===== config.mk =====
export PLATFORM = sky130hd
export DESIGN_NAME = version_frame_tx
export DESIGN_NICKNAME = d
export VERILOG_FILES = /design/src/rtl/version_frame_tx.sv
export SDC_FILE = /design/constraint.sdc
export NUM_CORES = 1
export LEC_CHECK = 0
export ABC_AREA = 1
export CORE_MARGIN = 1
export CORE_UTILIZATION = 40
export CTS_CLUSTER_SIZE = 20
export DETAILED_ROUTE_END_ITERATION = 10
export GPL_TIMING_DRIVEN = 0
export SETUP_SLACK_MARGIN = 0.15
export SKIP_CTS_REPAIR_TIMING = 1
export SLEW_MARGIN = 30
export SYNTH_ARGS = -nofsm -noshare
export SYNTH_HDL_FRONTEND = slang
export SYNTH_SLANG_ARGS = --single-unit

===== constraint.sdc =====
create_clock -name clk -period 2.3 [get_ports clk]
set_input_delay 0.23 -clock clk [delete_from_list [all_inputs] [get_ports clk]]
set_output_delay 0.23 -clock clk [all_outputs]
set_load 0.02 [all_outputs]

===== src/rtl/version_frame_tx.sv =====
`default_nettype none

// +--------------------------------------------------------------------------+
// | version_pkg                                                              |
// | Build-identification constants used as default field values by          |
// | version_frame_tx. A build flow overwrites these per bitstream.           |
// | Revision: 1.0  initial release                                           |
// +--------------------------------------------------------------------------+
package version_pkg;
  localparam logic [7:0]  C_VERSION_MAJOR  = 8'd1;
  localparam logic [7:0]  C_VERSION_MINOR  = 8'd0;
  localparam logic [7:0]  C_VERSION_PATCH  = 8'd0;
  localparam logic [7:0]  C_VERSION_BUILD  = 8'd1;
  localparam logic [15:0] C_VERSION_YEAR   = 16'h2025;
  localparam logic [7:0]  C_VERSION_MONTH  = 8'h01;
  localparam logic [7:0]  C_VERSION_DAY    = 8'h01;
  localparam logic [7:0]  C_VERSION_HOUR   = 8'h00;
  localparam logic [7:0]  C_VERSION_MINUTE = 8'h00;
  localparam logic [7:0]  C_VERSION_SECOND = 8'h00;
endpackage

// +--------------------------------------------------------------------------+
// | version_frame_tx                                                         |
// | Emits the build-identification constants as a 13-byte framed,           |
// | XOR-checksummed stream on an AXI4-Stream-style byte port. A frame is     |
// | sent on request or on a periodic timer.                                  |
// | Frame: SYNC MAJ MIN PAT BLD YEARhi YEARlo MON DAY HR MIN SEC CHK         |
// | Revision: 1.0  initial release                                           |
// +--------------------------------------------------------------------------+
// | Ports                                                                    |
// |   clk          in   1   clock                                            |
// |   rst_n        in   1   synchronous active-low reset                     |
// |   req          in   1   single-cycle request for one frame               |
// |   m_tdata      out  8   frame byte                                       |
// |   m_tvalid     out  1   byte valid                                       |
// |   m_tready     in   1   downstream accept                                |
// |   m_tlast      out  1   high on the checksum byte                        |
// |   busy         out  1   frame in progress or pending                     |
// |   frame_count  out  16  completed frames (wraps)                         |
// +--------------------------------------------------------------------------+
module version_frame_tx #(
  parameter logic [7:0]  SYNC_BYTE     = 8'hA5,
  parameter logic [31:0] PERIOD_CYCLES = 32'd0,
  parameter logic [7:0]  VER_MAJOR     = version_pkg::C_VERSION_MAJOR,
  parameter logic [7:0]  VER_MINOR     = version_pkg::C_VERSION_MINOR,
  parameter logic [7:0]  VER_PATCH     = version_pkg::C_VERSION_PATCH,
  parameter logic [7:0]  VER_BUILD     = version_pkg::C_VERSION_BUILD,
  parameter logic [15:0] VER_YEAR      = version_pkg::C_VERSION_YEAR,
  parameter logic [7:0]  VER_MONTH     = version_pkg::C_VERSION_MONTH,
  parameter logic [7:0]  VER_DAY       = version_pkg::C_VERSION_DAY,
  parameter logic [7:0]  VER_HOUR      = version_pkg::C_VERSION_HOUR,
  parameter logic [7:0]  VER_MINUTE    = version_pkg::C_VERSION_MINUTE,
  parameter logic [7:0]  VER_SECOND    = version_pkg::C_VERSION_SECOND
) (
  input  logic        clk,
  input  logic        rst_n,
  input  logic        req,
  output logic [7:0]  m_tdata,
  output logic        m_tvalid,
  input  logic        m_tready,
  output logic        m_tlast,
  output logic        busy,
  output logic [15:0] frame_count
);

  localparam logic [0:0] ST_IDLE  = 1'b0;
  localparam logic [0:0] ST_SEND  = 1'b1;
  localparam logic [3:0] LAST_IDX = 4'd12;

  logic [0:0]  state_q,       state_d;
  logic [3:0]  index_q,       index_d;
  logic [7:0]  chk_q,         chk_d;
  logic        pending_q,     pending_d;
  logic [31:0] timer_q,       timer_d;
  logic [15:0] frame_count_q, frame_count_d;
  logic        tvalid_q,      tvalid_d;
  logic        tlast_q,       tlast_d;
  logic [7:0]  tdata_q,       tdata_d;

  logic        timer_expiry;
  logic        trigger;
  logic        xfer;
  logic [3:0]  next_index;
  logic [7:0]  chk_next;

  // Field bytes 0..11. The checksum byte is not in this table; it comes
  // from the running XOR accumulated while the fields are issued.
  function automatic logic [7:0] field_byte(input logic [3:0] idx);
    logic [7:0] b;
    case (idx)
      4'd0:    b = SYNC_BYTE;
      4'd1:    b = VER_MAJOR;
      4'd2:    b = VER_MINOR;
      4'd3:    b = VER_PATCH;
      4'd4:    b = VER_BUILD;
      4'd5:    b = VER_YEAR[15:8];
      4'd6:    b = VER_YEAR[7:0];
      4'd7:    b = VER_MONTH;
      4'd8:    b = VER_DAY;
      4'd9:    b = VER_HOUR;
      4'd10:   b = VER_MINUTE;
      4'd11:   b = VER_SECOND;
      default: b = 8'h00;
    endcase
    return b;
  endfunction

  // Free-running period timer. With PERIOD_CYCLES == 0 it is parked at zero
  // and never expires; the guard also keeps PERIOD_CYCLES-1 from wrapping.
  always_comb begin
    timer_expiry = (PERIOD_CYCLES != 32'd0) && (timer_q == PERIOD_CYCLES - 32'd1);
    if ((PERIOD_CYCLES == 32'd0) || timer_expiry) begin
      timer_d = 32'd0;
    end else begin
      timer_d = timer_q + 32'd1;
    end
  end

  always_comb begin
    state_d       = state_q;
    index_d       = index_q;
    chk_d         = chk_q;
    pending_d     = pending_q;
    frame_count_d = frame_count_q;
    tvalid_d      = tvalid_q;
    tlast_d       = tlast_q;
    tdata_d       = tdata_q;

    // req and timer expiry in the same cycle merge into one trigger.
    trigger    = req | timer_expiry;
    xfer       = tvalid_q & m_tready;
    next_index = index_q + 4'd1;
    // The byte currently on the bus is folded into the checksum as it is
    // accepted; the sync byte (index 0) is excluded.
    chk_next   = (index_q == 4'd0) ? chk_q : (chk_q ^ tdata_q);

    case (state_q)
      ST_IDLE: begin
        if (trigger) begin
          state_d  = ST_SEND;
          index_d  = 4'd0;
          chk_d    = 8'h00;
          tvalid_d = 1'b1;
          tlast_d  = 1'b0;
          tdata_d  = SYNC_BYTE;
        end
      end

      ST_SEND: begin
        // One-deep: any number of triggers during a frame collapse to one.
        if (trigger) begin
          pending_d = 1'b1;
        end
        if (xfer) begin
          if (index_q == LAST_IDX) begin
            frame_count_d = frame_count_q + 16'd1;
            index_d       = 4'd0;
            chk_d         = 8'h00;
            tlast_d       = 1'b0;
            // A trigger coinciding with the checksum transfer counts as
            // pending, so the next frame follows with no idle bubble.
            if (pending_q || trigger) begin
              pending_d = 1'b0;
              tdata_d   = SYNC_BYTE;
            end else begin
              state_d   = ST_IDLE;
              tvalid_d  = 1'b0;
              tdata_d   = 8'h00;
            end
          end else begin
            index_d = next_index;
            chk_d   = chk_next;
            if (next_index == LAST_IDX) begin
              tdata_d = chk_next;
              tlast_d = 1'b1;
            end else begin
              tdata_d = field_byte(next_index);
              tlast_d = 1'b0;
            end
          end
        end
      end

      default: begin
        state_d   = ST_IDLE;
        index_d   = 4'd0;
        chk_d     = 8'h00;
        pending_d = 1'b0;
        tvalid_d  = 1'b0;
        tlast_d   = 1'b0;
        tdata_d   = 8'h00;
      end
    endcase
  end

  always_ff @(posedge clk) begin
    if (!rst_n) begin
      state_q       <= ST_IDLE;
      index_q       <= 4'd0;
      chk_q         <= 8'h00;
      pending_q     <= 1'b0;
      timer_q       <= 32'd0;
      frame_count_q <= 16'd0;
      tvalid_q      <= 1'b0;
      tlast_q       <= 1'b0;
      tdata_q       <= 8'h00;
    end else begin
      state_q       <= state_d;
      index_q       <= index_d;
      chk_q         <= chk_d;
      pending_q     <= pending_d;
      timer_q       <= timer_d;
      frame_count_q <= frame_count_d;
      tvalid_q      <= tvalid_d;
      tlast_q       <= tlast_d;
      tdata_q       <= tdata_d;
    end
  end

  assign m_tdata     = tdata_q;
  assign m_tvalid    = tvalid_q;
  assign m_tlast     = tlast_q;
  assign busy        = (state_q == ST_SEND) | pending_q;
  assign frame_count = frame_count_q;

endmodule

`default_nettype wire


## Yosys cells after proc, flatten, opt, wreduce, memory -nomap -nowiden

Memory sizes are Yosys's and may differ from the RTL's.
Cells that the tools add are included.

| operators by class | value |
|---|---|
| equality and inequality tests | 6 |
| multiplexer cells | 34 |
| reductions and logical operators | 5 |
| bitwise gates (word level) | 4 |
| add/sub/neg operators | 2 |

Operators by type and width:

| kind | count |
|---|---|
| 8-bit two-way mux | 9 |
| 8-bit one-hot mux with 2 select lines | 2 |
| 16-bit by 1-bit adder with 16-bit output, second input constant | 1 |
| 1-bit two-way mux | 16 |
| 4-bit two-way mux | 3 |
| 4-bit == test, second input constant | 2 |
| 4-bit one-hot mux with 2 select lines | 1 |
| 8-bit XOR | 1 |
| 1-bit one-hot mux with 2 select lines | 3 |
| 4-bit by 1-bit adder with 4-bit output, second input constant | 1 |
| 4-bit zero test | 1 |
| 2-bit by 1-bit inequality test with 1-bit output, second input constant | 2 |
| 2-bit inequality test, second input constant | 2 |
| 4-bit AND reduction | 1 |
| 3-bit AND reduction | 1 |
| 2-bit AND reduction | 1 |
| 1-bit AND | 1 |
| 1-bit logical OR | 1 |
| 1-bit NOT | 1 |
| 1-bit bitwise OR | 1 |

| storage, ports and cells | value |
|---|---|
| bits in read-only memories | 64 |
| memories | 1 |
| input bits | 4 |
| bits in registers | 40 |
| output and inout port bits | 27 |

Memory list:

| name | depth | bits a word | rd ports | clocked after memory_dff | wr ports | RTL line | text |
|---|---|---|---|---|---|---|---|
| (name not given) | 16 | 4 | 1 | 0 | 0 | 90 | `case (idx)` |

## Logic depth before layout (Yosys ltp)

| logic depth | value |
|---|---|
| depth in word-level cells | 6 |
| depth in mapped cells | 11 |

## Worst setup path before layout

OpenSTA, ideal clock, no wires.

| timing path | value |
|---|---|
| path kind | register to register |
| start point | register index_q[0] |
| end point | register chk_q[3] |
| slack | 699 ps |
| arrival time | 1530 ps |
| cell stages (with the launch flop) | 10 |
| required time | 2230 ps |
| cell sequence | dfxtp_1 -> buf_2 -> inv_1 -> ha_1 -> nand3_4 -> inv_1 -> nor2_2 -> buf_4 -> nand3_1 -> a21oi_1 |

| between the ends | value |
|---|---|
| word-level cells in the longest chain between the ends | 5 |

RTL lines:

| item | RTL line | text |
|---|---|---|
| start, declared | 71 | `logic [3:0] index_q, index_d;` |
| start signal, assigned | 209 | `index_q <= index_d;` |
| 4-bit zero test | 135 | `chk_next = (index_q == 4'd0) ? chk_q : (chk_q ^ tdata_q);` |
| 8-bit two-way mux | 135 |  |
| 8-bit two-way mux * | 155 | `if (index_q == LAST_IDX) begin` |
| 8-bit two-way mux * | 154 | `if (xfer) begin` |
| 8-bit one-hot mux with 2 select lines * | 137 | `case (state_q)` |
| end signal, assigned | 210 | `chk_q <= chk_d;` |
| end, declared | 72 | `logic [7:0] chk_q, chk_d;` |

Mark *: on every way between the ends. The rest lies on a longest branch, timed or not. The select of a mux whose other input is x is not followed.
A chain may end at the register's enable or synchronous reset.

## Worst setup path in the final report

| timing path | value |
|---|---|
| start point | register index_q[0] |
| end point | register chk_q[7] |

The elaborated chain is that of the path after synthesis.

==> metrics.sh <==
OUTCOME='completed'
CP_DATA_REQUIRED_TIME_PS=2530
AREAGROWTHSYNTHTOFINISH_PCT=22.66
HOLD_VIOLATIONS=0
GRT_FIRST_PASS_WIRELENGTH_UM=9232
FINAL_SETUP_VIOLATION_COUNT=0
LAYOUT_MIN_CYCLE_TIME_PS=1865
WORST_PIN_SLEW_PS=614.6
COUNT_OF_FLIP_FLOPS_WITH_A_BUILT_IN_ENABLE_AFTER_SYNTHESIS=0
DRT-WIRELENGTH-PER-CELL_UM=12.34
POWER_LEAKAGE_nW=0.9839
REPLACE_CONGESTION=0.8876
NUM_ANTENNA_CELLS=0
CLOCKROOTBUFFER='clkbuf_8'
FINAL_LAYOUT_SIZE_SUFFIX_GT1_SHARE_PCT=7.407
TIMING.REG2REG.WORST_PATH_DEPTH=9
VIAS_PER_CELL=4.893
WORST_SETUP_PATH_END_KIND='flip-flop'
YS_SEQ_AREA_SHARE_PCT=36.26
POSTLAYOUTSETUPSLACKWORST_PS=434.5
DOMINANT_CELL_TYPE_BY_AREA_AFTER_SYNTHESIS='dfxtp_1'
CTS_TREE='done'
ANT_NETS=0
POWERDENSITY_mW_PER_MM2=517.8
PATH_CLASS='flip-flop to flip-flop'
CTS.PATH.MAX_BUFFERS=2
FLOORPLAN.CORE_AREA_MM2=0.005205
IO_PINS=31
WIRELENGTH_UM=5527
SYNTHESIZED_NETLIST_CELL_COUNT=340
GRT_PASS1_VIAS=1874
WORST_SLEW_MARGIN_REL_PCT=59.03
ASYNC_FLOP_SHARE_PCT=0
HTREE_NUM_LEVELS=2
VIOLATION_COUNT_AFTER_THE_FIRST_DETAILED_ROUTE_ITERATION=131
YOSYSUNIQUECELLTYPES=28
GRT_ANTENNA_BEFORE_REPAIR=0
FF2FF_SETUP_SLACK_PS=430
DRT_PRE_ANTENNA_ITERS=5
YOSYSTOPAREACELLSHARE_PCT=36.26
LAYOUT.CELLS.MOST_COMMON_LIST='123 x nand2_1, 41 x a21oi_1, 40 x dfxtp_1'
MIN_DELAY_WORST_ENDPOINT='m_tlast'
LAYOUT_COMMONEST_CELL='nand2_1'
SYNTH_TOP_FLOP_CELL='dfxtp_1'
SYNTHESIS.AREA_PER_INSTANCE_UM2=6.495
DRV_CAP=0
ARRIVAL_PS=2090
HP-CLASS='flip-flop to flip-flop'
GRT_MAX_DEGREE=13
SYN_AREA_MM2=0.002208
CTS_INSERTED_BUFFERS=5
ROUTE.VIAS.TOTAL=2192
HOLD_PATH_STARTPOINT='m_tlast'
CLOCK_SKEW_PS=3.684
CLKSLEWWORSTSETUPHOLDPATHS_PS=80
DIE_WIDTH_UM=76.30
MAXCLOCKFREQUENCY_MHz=536.1
TOTAL_OF_FLIP_FLOPS_PLUS_LATCHES_AFTER_SYNTHESIS=40
REGTOREGSTARTPOINT='index_q[0]'
PORT-BUFFER-COUNT=30
GRT_REMAINING_OVERFLOW=0
FILL_CELLS=552
PERIOD_SHARE_PCT=81.11
START_UTIL_PCT=42.43
TIMING.CRITICAL_PATH.FANOUT_MAX=10
MAXSLEWVIOLCOUNT=0
CTS_SINKS=40
FINAL.SETUP.TNS_PS=0
GRT.TOTAL_USAGE_PCT=20.11
R2R-END='chk_q[7]'
DIE_FOOTPRINT_MM2=0.005822
NUMBER_OF_NETS_AT_THE_END_OF_THE_FLOW=386
SYN-NUM-NETS=349
STD_CELL_ROWS=26
DRT_DRC_VIOLATIONS_LEFT=0
SYNTHESIS.YOSYS.WARNINGS=0
PRE_CTS_SLACK_PS=346.2
DIE-HEIGHT_UM=76.30
CRITPATHLAUNCHTYPE='flip-flop'
DPL.HPWL_UM=3905
SYNTH_TOP_AREA_CELLS='dfxtp_1 36%, nand2_1 21%, a21oi_1 9.3%, inv_1 4.9%, nor2_1 4.8%'
MIN_PATH_CELLS=2
RSZ0062_AT_GRT='false'
CLOCK_NETWORK_LATENCY_TO_THE_LATER_PIN_OF_THE_WORST_SKEW_PAIR_PS=300
VDD_IR_DROP_MAX_V=0.0002946
==> synth_stat cells, types with 3 or more instances <==
library cell	instances
xnor2_1	4
o21ai_0	14
dfxtp_1	40
nand2_1	123
nand4_1	9
or2_1	3
inv_1	29
ha_1	5
clkbuf_1	3
nor2_1	28
a21oi_1	41
nor2_4	3
buf_2	3
nand3_1	14
==> cells by family (layout without fill, tap and decap cells) <==
family,after synthesis,in the layout,share of synthesized area [%]
AO/OA/AOI/OAI,61,61,14.39
XOR/XNOR,4,4,1.586
adder cells (fa/ha/maj),5,5,2.833
buffers and inverters,41,79,7.818
flip-flops,40,40,36.26
AND/OR/NAND/NOR,189,189,37.11
==> flip-flops by register name (all words and copies together) (netlist names) <==
signal       flops
m_tlast          1
pending_q        1
state_q          1
chk_q            8
m_tdata          8
frame_count     16
index_q          4
m_tvalid         1
==> worst max path at each step <==
stage	startpoint	end	slack, ps	cells after the start
floorplan	index_q[0]	chk_q[3]	700	9
global placement	index_q[0]	chk_q[3]	340	9
detailed placement	index_q[0]	chk_q[4]	350	9
CTS	index_q[0]	chk_q[7]	310	9
global route	index_q[0]	chk_q[5]	250	9
finish	index_q[0]	chk_q[7]	430	9
==> power breakdown <==
part | switching, mW | leakage [nW] | internal, mW
clock | 0.260 | 0.0552 | 0.322
combinational | 0.0673 | 0.605 | 0.0405
sequential | 0.0101 | 0.324 | 0.703
==> final cells by class <==
cell class                 instances  area, µm²  area share [%]
clock inverter                     2      35.03           1.293
tap                               70      87.58           3.233
multi-input combinational        259       1240           45.77
timing repair buffer              30      300.3           11.09
sequential                        40      800.8           29.56
buffer                             9      52.55           1.940
clock buffer                       6      72.57           2.679
inverter                          32      120.1           4.434
==> worst max-delay path, stage by stage (launching register included) <==
cell     delay, ps
dfxtp_1        330
buf_2          180
inv_1           90
ha_1           270
nand3_4        150
inv_1          110
nor2_4         210
buf_4          230
nand2_1         80
a21oi_1        140
==> stage by stage <==
stage	utilization, %	cells	power, mW	instance area [µm²]	hold WS [ps]
floorplan	-	340	0.7917	2208	368.4
global placement	49.88	440	0.8362	2596	457.7
detailed placement	49.88	440	0.8360	2596	460.5
CTS	51.95	448	1.420	2704	473.4
global route	52.04	448	1.464	2709	485.0
finish	52.04	448	1.403	2709	472.0
==> layer usage <==
| metal | wire length (µm) | global-route usage, % | share of wire, % |
|---|---|---|---|
| met1 | 2915 | 30.13 | 53 |
| met2 | 2301 | 28.47 | 42 |
| met3 | 247 | 4.311 | 4.5 |
| met4 | 62 | 5.769 | 1.1 |
| met5 | 0 | 0 | 0 |
Power figures use the tool's default switching activity.
